File: config.mk
export PLATFORM = sky130hd
export DESIGN_NAME = mem_arbiter
export DESIGN_NICKNAME = d
export VERILOG_FILES = /design/src/rtl/mem_arbiter.sv
export SDC_FILE = /design/constraint.sdc
export NUM_CORES = 1
export LEC_CHECK = 0
export BUFFER_PORTS_ARGS = -buffer_cell sky130_fd_sc_hd__buf_4
export CAP_MARGIN = 20
export CORE_AREA = 2 2 287 289
export DETAILED_ROUTE_END_ITERATION = 10
export DIE_AREA = 0 0 289 291
export PLACE_DENSITY = 0.52
export SLEW_MARGIN = 25
export SYNTH_ARGS = -nofsm -noshare
export SYNTH_HDL_FRONTEND = slang
export SYNTH_SLANG_ARGS = --single-unit
export TNS_END_PERCENT = 30
File: constraint.sdc
create_clock -name clk -period 37.2 [get_ports clk]
set_input_delay 1.86 -clock clk [delete_from_list [all_inputs] [get_ports clk]]
set_output_delay 1.86 -clock clk [all_outputs]
set_load 0.01 [all_outputs]
File: src/rtl/mem_arbiter.sv
// Two-port (I-cache / D-cache) arbiter in front of a block-read/write main memory.
// Define MEM_ARB_ROUNDROBIN_EN for round-robin on simultaneous requests; default is fixed D priority.
module mem_arbiter #(
  parameter int blocksize = 4
) (
  input  logic                      clk,
  input  logic                      reset,
  input  logic                      IReq,
  input  logic [31:0]               IAdr,
  output logic [blocksize*32-1:0]   IRd,
  output logic                      IValid,
  input  logic                      DReq,
  input  logic                      DWe,
  input  logic [31:0]               DAdr,
  input  logic [blocksize*32-1:0]   DWd,
  output logic [blocksize*32-1:0]   DRd,
  output logic                      DValid,
  output logic                      MemRE,
  output logic                      MemWE,
  output logic [31:0]               MemAdr,
  output logic [blocksize*32-1:0]   MemWD,
  input  logic [blocksize*32-1:0]   MemRd,
  input  logic                      MemValid,
  output logic                      Busy
);

  typedef enum logic [1:0] {
    IDLE    = 2'd0,
    IGRANT  = 2'd1,
    DGRANT  = 2'd2,
    RELEASE = 2'd3
  } state_t;

  state_t                    state_q, state_d;
  logic [31:0]               adr_q, adr_d;
  logic [blocksize*32-1:0]   wd_q, wd_d;
  logic                      we_q, we_d;
  logic [blocksize*32-1:0]   ird_q, ird_d;
  logic [blocksize*32-1:0]   drd_q, drd_d;
  logic                      ivalid_q, ivalid_d;
  logic                      dvalid_q, dvalid_d;
  logic                      memre_q, memre_d;
  logic                      memwe_q, memwe_d;
  logic                      busy_q, busy_d;
  logic                      d_wins_s;

`ifdef MEM_ARB_ROUNDROBIN_EN
  // 1 = last grant went to D, so I wins the next tie; reset favours I.
  logic                      last_d_q, last_d_d;
`endif

  // Arbitration, capture, completion handling and registered output values
  always_comb begin
    state_d  = state_q;
    adr_d    = adr_q;
    wd_d     = wd_q;
    we_d     = we_q;
    ird_d    = ird_q;
    drd_d    = drd_q;
    ivalid_d = 1'b0;
    dvalid_d = 1'b0;
`ifdef MEM_ARB_ROUNDROBIN_EN
    last_d_d = last_d_q;
    d_wins_s = DReq && (!IReq || !last_d_q);
`else
    d_wins_s = DReq;
`endif

    case (state_q)
      IDLE: begin
        if (d_wins_s) begin
          state_d = DGRANT;
          adr_d   = DAdr;
          wd_d    = DWd;
          we_d    = DWe;
`ifdef MEM_ARB_ROUNDROBIN_EN
          last_d_d = 1'b1;
`endif
        end else if (IReq) begin
          state_d = IGRANT;
          adr_d   = IAdr;
          we_d    = 1'b0;
`ifdef MEM_ARB_ROUNDROBIN_EN
          last_d_d = 1'b0;
`endif
        end else begin
          state_d = IDLE;
        end
      end
      IGRANT: begin
        if (MemValid) begin
          ird_d    = MemRd;
          ivalid_d = 1'b1;
          state_d  = RELEASE;
        end else begin
          state_d  = IGRANT;
        end
      end
      DGRANT: begin
        if (MemValid) begin
          if (!we_q) begin
            drd_d = MemRd;
          end else begin
            drd_d = drd_q;
          end
          dvalid_d = 1'b1;
          state_d  = RELEASE;
        end else begin
          state_d  = DGRANT;
        end
      end
      RELEASE: begin
        state_d = IDLE;
      end
      default: begin
        state_d = IDLE;
      end
    endcase

    memre_d = (state_d == IGRANT) || ((state_d == DGRANT) && !we_d);
    memwe_d = (state_d == DGRANT) && we_d;
    busy_d  = (state_d != IDLE);
  end

  // State and output registers
  always_ff @(posedge clk or posedge reset) begin
    if (reset) begin
      state_q  <= IDLE;
      adr_q    <= 32'd0;
      wd_q     <= '0;
      we_q     <= 1'b0;
      ird_q    <= '0;
      drd_q    <= '0;
      ivalid_q <= 1'b0;
      dvalid_q <= 1'b0;
      memre_q  <= 1'b0;
      memwe_q  <= 1'b0;
      busy_q   <= 1'b0;
    end else begin
      state_q  <= state_d;
      adr_q    <= adr_d;
      wd_q     <= wd_d;
      we_q     <= we_d;
      ird_q    <= ird_d;
      drd_q    <= drd_d;
      ivalid_q <= ivalid_d;
      dvalid_q <= dvalid_d;
      memre_q  <= memre_d;
      memwe_q  <= memwe_d;
      busy_q   <= busy_d;
    end
  end

`ifdef MEM_ARB_ROUNDROBIN_EN
  // Round-robin pointer
  always_ff @(posedge clk or posedge reset) begin
    if (reset) begin
      last_d_q <= 1'b1;
    end else begin
      last_d_q <= last_d_d;
    end
  end
`endif

  assign IRd    = ird_q;
  assign IValid = ivalid_q;
  assign DRd    = drd_q;
  assign DValid = dvalid_q;
  assign MemRE  = memre_q;
  assign MemWE  = memwe_q;
  assign MemAdr = adr_q;
  assign MemWD  = wd_q;
  assign Busy   = busy_q;

endmodule

==> impl_metrics.xml <==
<?xml version="1.0" encoding="UTF-8"?>
<metrics>
  <group name="place">
    <metric name="numPortBuffers" unit="">746</metric>
    <metric name="preCtsSetupSlack" unit="ns">32.46</metric>
    <metric name="place.detailed.instances" unit="">3009</metric>
    <metric name="hpwl_after_detailed_placement" unit="µm">41200</metric>
    <metric name="gp_routability_congestion" unit="">0.832</metric>
    <metric name="dpl-instance-area" unit="µm²">22700</metric>
  </group>
  <group name="global_route">
    <metric name="use_met3" unit="%">3.42</metric>
    <metric name="largest_net_degree_at_the_start_of_global_routing" unit="">147</metric>
    <metric name="wire_length_of_the_first_global_routing_pass" unit="µm">80900</metric>
    <metric name="grt.met1_usage" unit="%">13.4</metric>
    <metric name="groute.usage.overall" unit="%">12.5</metric>
    <metric name="grt_pass1_vias" unit="">12800</metric>
    <metric name="number_of_antenna_violations_at_the_first_check_in_global_routing" unit="">0</metric>
    <metric name="met2_usage" unit="%">23.4</metric>
    <metric name="grt_most_used_layer" unit="">met2</metric>
    <metric name="remaining_global_route_overflow" unit="">0</metric>
  </group>
  <group name="final_layout">
    <metric name="stdcell_area" unit="µm²">24500</metric>
    <metric name="layout.cells.non_filler" unit="">3101</metric>
    <metric name="final_layout_size_suffix_gt1_share" unit="%">53.7</metric>
    <metric name="fin_util" unit="%">30.1</metric>
    <metric name="antenna-diode-count" unit="">0</metric>
    <metric name="layout-area-overhead-vs-synth" unit="%">51.2</metric>
    <metric name="post_layout_net_count" unit="">2319</metric>
  </group>
  <group name="critical_path">
    <metric name="worstSetupStartpointType" unit="">primary input</metric>
    <metric name="cp.arrival" unit="ns">4.52</metric>
    <metric name="endpoint_kind" unit="">flip-flop</metric>
    <metric name="crit_type" unit="">in -&gt; reg</metric>
    <metric name="timing.critical_path.required" unit="ns">37.65</metric>
    <metric name="critPathMaxFanout" unit="">74</metric>
  </group>
  <group name="clocking">
    <metric name="cts.path.max_buffers" unit="">3</metric>
    <metric name="cts.hold.buffers_added" unit="">0</metric>
    <metric name="clock_tree.htree_level_count" unit="">2</metric>
    <metric name="insertion_delay" unit="ns">0.58</metric>
    <metric name="worst_setup_hold_path_clk_slew" unit="ns">0.06</metric>
    <metric name="ctsRootBufferMaster" unit="">sky130_fd_sc_hd__clkbuf_16</metric>
    <metric name="cts_made_buffers" unit="">49</metric>
    <metric name="clock_tree_from_tritoncts" unit="">done</metric>
    <metric name="clock_sink_count" unit="">424</metric>
    <metric name="setup_repair_bufs_after_cts" unit="">0</metric>
    <metric name="post_cts.resized_instances" unit="">0</metric>
  </group>
  <group name="timing">
    <metric name="fmax" unit="MHz">246</metric>
    <metric name="total_negative_slack" unit="ns">0</metric>
    <metric name="grt_setup_unrepaired" unit="">no</metric>
    <metric name="finalCritPeriodShare" unit="%">10.9</metric>
    <metric name="hold_slack" unit="ns">0.471</metric>
    <metric name="drv_slew" unit="">0</metric>
    <metric name="slew_of_the_pin_with_the_lowest_slew_margin" unit="ns">1.05</metric>
    <metric name="finalSetupViolCount" unit="">0</metric>
    <metric name="post_route_clock_skew" unit="ns">0.0213</metric>
    <metric name="hold_viol" unit="">0</metric>
    <metric name="layout_setup_ws" unit="ns">33.13</metric>
    <metric name="layout_min_cycle_time" unit="ns">4.07</metric>
    <metric name="worst_slew_margin_rel" unit="%">30.2</metric>
  </group>
  <group name="synthesis">
    <metric name="ys.flop_type" unit="">sky130_fd_sc_hd__dfrtp_1</metric>
    <metric name="yosysUniqueCellTypes" unit="">25</metric>
    <metric name="synth_cell_area" unit="µm²">16200</metric>
    <metric name="synth_seq_area_share" unit="%">65.6</metric>
    <metric name="synth_enable_flop_cells" unit="">0</metric>
    <metric name="synth_async_sr_flop_share" unit="%">100</metric>
    <metric name="netlist_instances" unit="">1250</metric>
    <metric name="synthesis.yosys.warnings" unit="">0</metric>
    <metric name="synth_area_per_cell" unit="µm²">12.9</metric>
    <metric name="flop_and_latch_count_out_of_synthesis" unit="">424</metric>
    <metric name="synth.net_count" unit="">1576</metric>
  </group>
  <group name="pwr">
    <metric name="leakagePower" unit="nW">12.1</metric>
    <metric name="total_switching_power" unit="mW">0.749</metric>
    <metric name="switching_share" unit="%">33.9</metric>
    <metric name="clockPowerShare" unit="%">22.2</metric>
    <metric name="irDropWorstVdd" unit="mV">0.0430</metric>
    <metric name="seq_power_share" unit="%">37.2</metric>
    <metric name="power_frac_comb" unit="%">40.6</metric>
    <metric name="powerDensity" unit="nW/µm²">90.4</metric>
    <metric name="finalPower" unit="mW">2.21</metric>
    <metric name="cell_internal_pwr" unit="mW">1.46</metric>
  </group>
  <group name="floorplanning">
    <metric name="design.die.area" unit="µm²">84100</metric>
    <metric name="rows" unit="">105</metric>
    <metric name="floorplan.initialDensity" unit="%">19.9</metric>
    <metric name="chipWidth" unit="µm">289</metric>
    <metric name="fp.coreArea" unit="µm²">81200</metric>
    <metric name="num_io_pins" unit="">747</metric>
    <metric name="die_height" unit="µm">291</metric>
  </group>
  <group name="route">
    <metric name="wl_per_cell" unit="µm">17.7</metric>
    <metric name="drc" unit="">0</metric>
    <metric name="dr.first_iter.drc_count" unit="">492</metric>
    <metric name="via_per_inst" unit="">3.86</metric>
    <metric name="antenna_left" unit="">0</metric>
    <metric name="dr_total_vias" unit="">12000</metric>
    <metric name="routed_wirelength" unit="µm">54800</metric>
    <metric name="drt_first_pass_iters" unit="">7</metric>
  </group>
  <group name="hold_path">
    <metric name="hold_path.class" unit="">reg -&gt; reg</metric>
  </group>
  <group name="run">
    <metric name="drv_cap" unit="">0</metric>
  </group>
  <group name="status">
    <metric name="status" unit="">finished, final reports clean</metric>
  </group>
</metrics>
-- cell usage in the layout, fill, tap and decap left out, drive strengths merged --
master    Yosys  final
buf          58    759
dfrtp       424    424
nand2       387    387
mux2        256    256
clkbuf        9     68
nor2         35     35
mux2i        32     32
a21oi        32     32
clkinv        0     15
inv           6      6
bufinv        0      5
o21a          2      2
nand2b        2      2
nand3b        1      1
and2          1      1
a22o          1      1
o2bb2ai       1      1
nor2b         1      1
o21ai         1      1
nor3          1      1
clkinvlp      0      1
-- final cells by class --
cell class	count	area [µm²]
Fill cell	8310	56700
Sequential cell	424	10600
Timing Repair Buffer	759	5780
Multi-Input combinational cell	753	5060
Clock buffer	68	1390
Tap cell	1070	1340
Clock inverter	21	255
Inverter	6	32.5
-- synthesized netlist by cell type, drive strengths merged, types with 2 or more instances --
master | count | area share (%)
nor2 | 35 | 0.81
mux2i | 32 | 2.0
nand2b | 2 | 0.093
clkbuf | 9 | 0.21
buf | 58 | 2.8
a21oi | 32 | 0.99
nand2 | 387 | 9.0
inv | 6 | 0.14
o21a | 2 | 0.093
mux2 | 256 | 18
dfrtp | 424 | 66
-- critical path, cell delays in order --
cell and delay (ns):
sky130_fd_sc_hd__buf_4 0.48, sky130_fd_sc_hd__and2_4 0.74, sky130_fd_sc_hd__buf_4 0.82, sky130_fd_sc_hd__mux2_2 0.42
-- power groups by stage --
stage          sequential, mW  combinational, mW  clock (mW)
2_1_floorplan           0.915              0.317           0
3_3_place_gp            0.822              0.905           0
3_5_place_dp            0.830              0.916           0
4_1_cts                 0.825              0.917       0.510
5_1_grt                 0.853              0.972       0.531
6_report                0.822              0.898       0.492
-- worst paths after layout --
kind | startpoint | endpoint | slack (ns) | cells past startpoint
worst max-delay path | DReq | MemWD[86] | 33.13 | 4
worst max register to register | state_q[1] | IRd[55] | 34.15 | 7
min in group asynchronous | reset | MemWD[91] | 1.26 | 2
max in group asynchronous | reset | DRd[100] | 33.66 | 6
worst min register to register | IRd[64] | IRd[64] | 0.47 | 2
worst min-delay path | IRd[64] | IRd[64] | 0.47 | 2
-- cell families after synthesis --
kind of cell	synth area share (%)
simple gates	10.1
flops	65.6
mux	19.9
buf+inv	3.19
compound gates	1.22
-- state kept, by name (all words and copies together) (netlist names) --
signal,flops
IValid,1
MemWE,1
MemAdr,32
Busy,1
DValid,1
IRd,128
DRd,128
MemRE,1
MemWD,128
we_q,1
state_q,2
-- layer usage --
layer	share of wire [%]	vias up
li1	-	5596
met1	36	5815
met2	53	476
met3	7.7	87
met4	2.9	0
met5	0	-
Note: power is estimated with default switching activity, not from simulation.
